`src/rtl/prim_intr_coalesce.sv`:
```
// prim_intr_coalesce: per-source event coalescer (ports clk_i, rst_i, enable_i, threshold_i, timeout_i, flush_i, raw_event_i -> event_o, pending_o; timeout timer built when PRIM_INTR_COALESCE_TIMEOUT_EN is defined)
module prim_intr_coalesce #(
  parameter int Width  = 1,
  parameter int CntW   = 8,
  parameter int TimerW = 16
) (
  input  logic              clk_i,
  input  logic              rst_i,
  input  logic [Width-1:0]  enable_i,
  input  logic [CntW-1:0]   threshold_i,
  input  logic [TimerW-1:0] timeout_i,
  input  logic              flush_i,
  input  logic [Width-1:0]  raw_event_i,
  output logic [Width-1:0]  event_o,
  output logic [Width-1:0]  pending_o
);
  typedef enum logic {IDLE, ACCUM} state_e;
  state_e          state_q [Width];
  state_e          state_d [Width];
  logic [CntW-1:0] cnt_q [Width];
  logic [CntW-1:0] cnt_d [Width];
  logic [Width-1:0] event_q, event_d;
  logic [CntW-1:0] thr_eff;
  assign thr_eff = |threshold_i ? threshold_i : CntW'(1);
`ifdef PRIM_INTR_COALESCE_TIMEOUT_EN
  logic [TimerW-1:0] timer_q [Width];
  logic [TimerW-1:0] timer_d [Width];
`else
  logic unused_timeout;
  assign unused_timeout = ^timeout_i;
`endif
  for (genvar g = 0; g < Width; g++) begin : g_src
    logic [CntW-1:0] cnt_nx;
    logic            hit;
    logic            fire;
`ifdef PRIM_INTR_COALESCE_TIMEOUT_EN
    logic [TimerW:0] tnx;
    // timer counts from the batch's first event, so a batch lasts at most timeout_i cycles
    always_comb begin
      tnx        = {1'b0, timer_q[g]} + (TimerW+1)'(1);
      hit        = (state_q[g] == ACCUM) & |timeout_i & (tnx >= {1'b0, timeout_i});
      timer_d[g] = ~|cnt_d[g] ? '0 : (&timer_q[g] ? timer_q[g] : tnx[TimerW-1:0]);
    end
`else
    assign hit = 1'b0;
`endif
    always_comb begin
      cnt_nx     = &cnt_q[g] ? cnt_q[g] : cnt_q[g] + CntW'(raw_event_i[g]);
      fire       = enable_i[g] & ((cnt_nx >= thr_eff) | hit | (flush_i & |cnt_nx));
      cnt_d[g]   = (~enable_i[g] | fire) ? '0 : cnt_nx;
      state_d[g] = |cnt_d[g] ? ACCUM : IDLE;
      event_d[g] = fire;
    end
    assign pending_o[g] = (state_q[g] == ACCUM);
  end
  assign event_o = event_q;
  always_ff @(posedge clk_i) begin
    if (rst_i) begin
      event_q <= '0;
      for (int i = 0; i < Width; i++) begin
        cnt_q[i]   <= '0;
        state_q[i] <= IDLE;
`ifdef PRIM_INTR_COALESCE_TIMEOUT_EN
        timer_q[i] <= '0;
`endif
      end
    end else begin
      event_q <= event_d;
      for (int i = 0; i < Width; i++) begin
        cnt_q[i]   <= cnt_d[i];
        state_q[i] <= state_d[i];
`ifdef PRIM_INTR_COALESCE_TIMEOUT_EN
        timer_q[i] <= timer_d[i];
`endif
      end
    end
  end
endmodule

```
`config.mk`:
```
export PLATFORM = sky130hd
export DESIGN_NAME = prim_intr_coalesce
export DESIGN_NICKNAME = d
export VERILOG_FILES = /design/src/rtl/prim_intr_coalesce.sv
export SDC_FILE = /design/constraint.sdc
export NUM_CORES = 1
export LEC_CHECK = 0
export ABC_AREA = 1
export BUFFER_PORTS_ARGS = -buffer_cell sky130_fd_sc_hd__buf_4
export CAP_MARGIN = 20
export CORE_UTILIZATION = 49
export CTS_BUF_LIST = sky130_fd_sc_hd__clkbuf_8 sky130_fd_sc_hd__clkbuf_16
export CTS_CLUSTER_SIZE = 20
export DETAILED_ROUTE_END_ITERATION = 10
export HOLD_SLACK_MARGIN = 0.05
export PLACE_DENSITY = 0.78
export SLEW_MARGIN = 30
export SYNTH_ARGS = -nofsm -noshare
export SYNTH_HDL_FRONTEND = slang
export SYNTH_SLANG_ARGS = --single-unit
```
`constraint.sdc`:
```
create_clock -name clk_i -period 3.3 [get_ports clk_i]
set_input_delay 0.495 -clock clk_i [delete_from_list [all_inputs] [get_ports clk_i]]
set_output_delay 0.495 -clock clk_i [all_outputs]
set_load 0.02 [all_outputs]
```
**Word level (Yosys, flattened, before mapping)**

Memories as Yosys holds them, arrays and structs flattened.
Cells that the tools add are included.

- Register bits after elaboration: 1
- RAM bits: 9
- Input bits: 29
- Output and inout port bits: 2
- Memories kept: 2

Memories:

| name | depth | width | read ports | clocked after memory_dff | write ports | line | source |
|---|---|---|---|---|---|---|---|
| cnt_q | 1 | 8 | 1 | 0 | 1 | 20 | `logic [CntW-1:0] cnt_q [Width];` |
| state_q | 1 | 1 | 1 | 0 | 1 | 18 | `state_e state_q [Width];` |

- Add/sub/neg operators: 1
- Magnitude comparators: 1
- Mux-type cells: 11
- Bitwise logic cells: 5
- Reductions and logical operators: 6

Operators by type and width:

| kind | count |
|---|---|
| $mux W8 | 4 |
| $reduce_or A8 Y1 | 4 |
| $add A8 B1 Y8 | 1 |
| $ge A8 B8 Y1 | 1 |
| $reduce_and A8 Y1 | 1 |
| $mux W1 | 7 |
| $and A1 B1 Y1 | 2 |
| $or A1 B1 Y1 | 2 |
| $not A1 Y1 | 1 |
| $reduce_or A1 Y1 | 1 |

**Depth between registers and ports, before layout**

An unclocked memory read counts as a cell.

- Word-level depth: 12
- Depth in mapped cells: 17
- Gate-level depth less buffers: 17

**Worst setup path after synthesis**

Ideal clock, no wire load.

- Path kind: input-to-reg
- From: input port raw_event_i
- To: memory cnt_q[0][1]
- Library setup time: 0.065 ns
- Arrival: 2.423 ns
- Data required time: 3.235 ns
- Path slack: 0.812 ns
- Stages: 15
- Path buffers: 0
- Cells stage by stage: ha_1 -> nand3_2 -> nor2_1 -> a21oi_1 -> nor2_2 -> inv_1 -> ha_1 -> a21oi_1 -> o21a_1 -> nand2_1 -> nor2_1 -> nand2_4 -> nor2_4 -> nand2_1 -> nor2_1

- Cells in the longest elaborated chain, start to end: 9
- Elaborated cells between the ends (all ways): 10
- Those cells by class: 1 x add/sub; 1 x order compare; 3 x mux; 4 x bitwise; 1 x reduce/logical

RTL lines:

| what | line | source |
|---|---|---|
| from (decl) | 13 | `input logic [Width-1:0] raw_event_i,` |
| $add A8 B1 Y8 (*) | 48 | `cnt_nx = &cnt_q[g] ? cnt_q[g] : cnt_q[g] + CntW'(raw_event_i[g]);` |
| $mux W8 (*) | 48 |  |
| branches (longest 5 deep; another with $ge A8 B8 Y1) | - |  |
| $mux W8 (*) | 50 | `cnt_d[g] = (~enable_i[g] \| fire) ? '0 : cnt_nx;` |
| $mux W8 (no source line) (*) | - |  |
| to (decl) | 20 |  |

Every way passes the cells marked *.

**Worst setup path after layout**

- From: memory cnt_q[0][0]
- To: memory cnt_q[0][6]

- Cells in the longest elaborated chain, start to end: 10
- Elaborated cells between the ends (all ways): 12
- Those cells by class: 1 x add/sub; 1 x order compare; 3 x mux; 4 x bitwise; 2 x reduce/logical; 1 x memory

RTL lines:

| what | line |
|---|---|
| $mem_v2 Z1 W8 (*) | - |
| $add A8 B1 Y8 or $reduce_and A8 Y1 (tied branches) | 48 |
| $mux W8 (*) | 48 |
| branches (longest 5 deep; another with $ge A8 B8 Y1) | - |
| $mux W8 (*) | 50 |
| $mux W8 (no source line) (*) | - |

Marked as above.

==> flow_summary.yaml <==
run_status:
  status: "completed"
cells_and_area:
  num-nets-final: 191
  final_cell_mix: "34 x nand2_1, 22 x inv_1, 17 x nor2_1"
  n_fill_cell: 176
  multiInputGateArea_sq_um: 607
  area_growth_pct: 19.4
  final_layout_size_suffix_gt1_frac: 0.220
  regArea_sq_um: 200
  n_antenna_cell: 0
  final_cell_area_sq_um: 1070
  layout_commonest_cell: "nand2_1"
synthesis:
  ys_ff_latch: 10
  ys_seq_area_frac: 0.223
  syn_avg_cell_area_sq_um: 6.69
  ys_types: 24
  yosys_warnings: 0
  syn_area_sq_um: 897
  async_reset_ff_frac: 0
  syn_nets: 173
  syn_inst: 134
  synth_ff_type: "dfxtp_1"
  synth_edf_count: 0
power_and_ir_drop:
  p_clk_frac: 0.415
  netSwitchingFraction: 0.250
  pwr-share-comb: 0.172
  seqPwrFrac: 0.412
  p_int_uw: 226
  switching_power_uw: 75.2
  power_density_nw_per_um2: 281
  total_power_uw: 301
  p_leak_uw: 0.000581
  ir_drop_v: 0.000177
sta:
  fin_crit_sh: 0.819
  timing.fmax_ghz: 0.370
  hold_ws_ns: 0.499
  tightestPinTransition_ns: 0.405
  finClkSkew_ns: 0.00241
  fin_tns_setup_ns: 0
  drv_slew: 0
  hold_violations: 0
  finalCriticalPeriod_ns: 2.70
  rsz0062_at_grt: "no"
  slew_headroom: 0.729
  finalSetupViolCount: 0
  setup_slack_ns: 0.599
floorplan:
  rows: 15
  die_h_microns: 44.8
  start_util: 0.520
  io_pins: 31
  core_sq_um: 1730
  dieArea_sq_um: 2010
  dieWidth_microns: 44.8
setup_path:
  r2r_end: "cnt_q[0][6]"
  reg2reg_depth: 15
  critical_path_class: "flip-flop to flip-flop"
  startpoint_type: "flip-flop"
  arrival_ns: 2.87
  r2r_setup_slack_ns: 0.60
  critPathCaptureType: "flip-flop"
  crit_fanout: 6
  worst_r2r_startpoint: "cnt_q[0][0]"
  cp.required_ns: 3.47
global_route:
  grt_pass1_vias: 753
  grt_pass1_wl_microns: 2930
  globalRoute.totalOverflow: 0
  track_usage: 0.202
  grt_max_degree: 11
  grt_antenna_before_repair: 0
cts:
  hold_buffers: 0
  h-tree-depth: 1
  clk_latency_ns: 0.24
  cts_tree: "built"
  numCtsBuffers: 3
  root_buffer: "clkbuf_8"
  cts_num_sinks: 10
  post_cts_buffers: 0
  cts_resized: 0
  clockBufferDepth: 2
  clkSlewWorstSetupHoldPaths_ns: 0.05
detailed_routing:
  vias: 880
  drt-total-wl_microns: 1830
  via_per_inst: 5.03
  route.detailed.drc: 0
  wl_per_cell_microns: 10.5
  drtIter0Drc: 23
  antenna_left: 0
  dr.pass1.iters: 4
hold_path:
  whs_path_depth: 2
  hold_end: "cnt_q[0][5]"
  hp-start: "rst_i"
  hold_path.class: "input pin to flip-flop"
placed_design:
  dp_slack_ns: 0.400
  place_congestion: 0.800
  place_area_sq_um: 1030
  portBuffers: 14
  place_hpwl_microns: 1520
flow_run:
  drv_cap: 0
## power groups by stage
stage               Sequential (uW)  Clock (uW)  Combinational, uW
floorplan                       128           0               30.1
global placement                126           0               50.0
detailed placement              126           0               51.8
CTS                             124         127               52.1
global route                    124         130               58.6
finish                          124         125               51.9
## worst max-delay path, stage by stage, from the launching register on
cell and delay [ns]:
dfxtp_1 0.35, ha_1 0.21, nand3_2 0.11, nor2_1 0.14, a21oi_1 0.09, nor2_2 0.19, inv_1 0.09, ha_1 0.33
a21oi_1 0.17, o21a_1 0.15, nand2_1 0.05, nor2_1 0.32, nand2_4 0.12, nor2_4 0.15, nand2_1 0.07, nor2_1 0.09
## final cells by class
type,instances,area share
multi-input cells,100,0.567
flip-flops and latches,10,0.187
repair buffers,14,0.0981
inverters,23,0.0806
clock buffers,3,0.0386
well taps,25,0.0292
## worst max path at each step
stage | start | endpoint | slack [ns]
after detailed placement | raw_event_i | cnt_q[0][4] | 0.40
after global routing | cnt_q[0][0] | cnt_q[0][2] | 0.31
after CTS | cnt_q[0][0] | cnt_q[0][6] | 0.59
final | cnt_q[0][0] | cnt_q[0][6] | 0.60
after floorplan | raw_event_i | cnt_q[0][1] | 0.81
after global placement | raw_event_i | cnt_q[0][2] | 0.47
## logic make-up after synthesis
family | after synthesis | synth area share
AOI/OAI and AO/OA | 14 | 0.106
adders and majority gates | 10 | 0.139
buffers and inverters | 24 | 0.100
DFF | 10 | 0.223
and+or+nand+nor | 76 | 0.431
## Yosys cell counts, drive strengths merged, types with 2 or more instances
cell / n / area share
dfxtp: 10 / 0.22
nor4: 3 / 0.021
nor2: 20 / 0.10
nand2: 41 / 0.20
nand3: 10 / 0.092
o2111ai: 4 / 0.039
o21ai: 2 / 0.011
inv: 23 / 0.096
a21oi: 5 / 0.028
ha: 10 / 0.14
## registers in the layout, summed over array words and instances (netlist names)
register / count
cnt_q: 8
event_o: 1
state_q: 1
## per-stage QoR
step                      utilization  cells
final                           0.620    175
after global routing            0.620    175
after CTS                       0.620    175
after detailed placement        0.596    172
after global placement          0.596    172
after floorplan                     -    134
## layer usage
layer / track usage / vias to the layer above / routed length (microns)
li1: - / 465 / -
met1: 0.211 / 386 / 803
met2: 0.388 / 24 / 935
met3: 0.0240 / 5 / 46
met4: 0.109 / 0 / 46
met5: 0 / - / 0
Power figures use the tool's default switching activity.
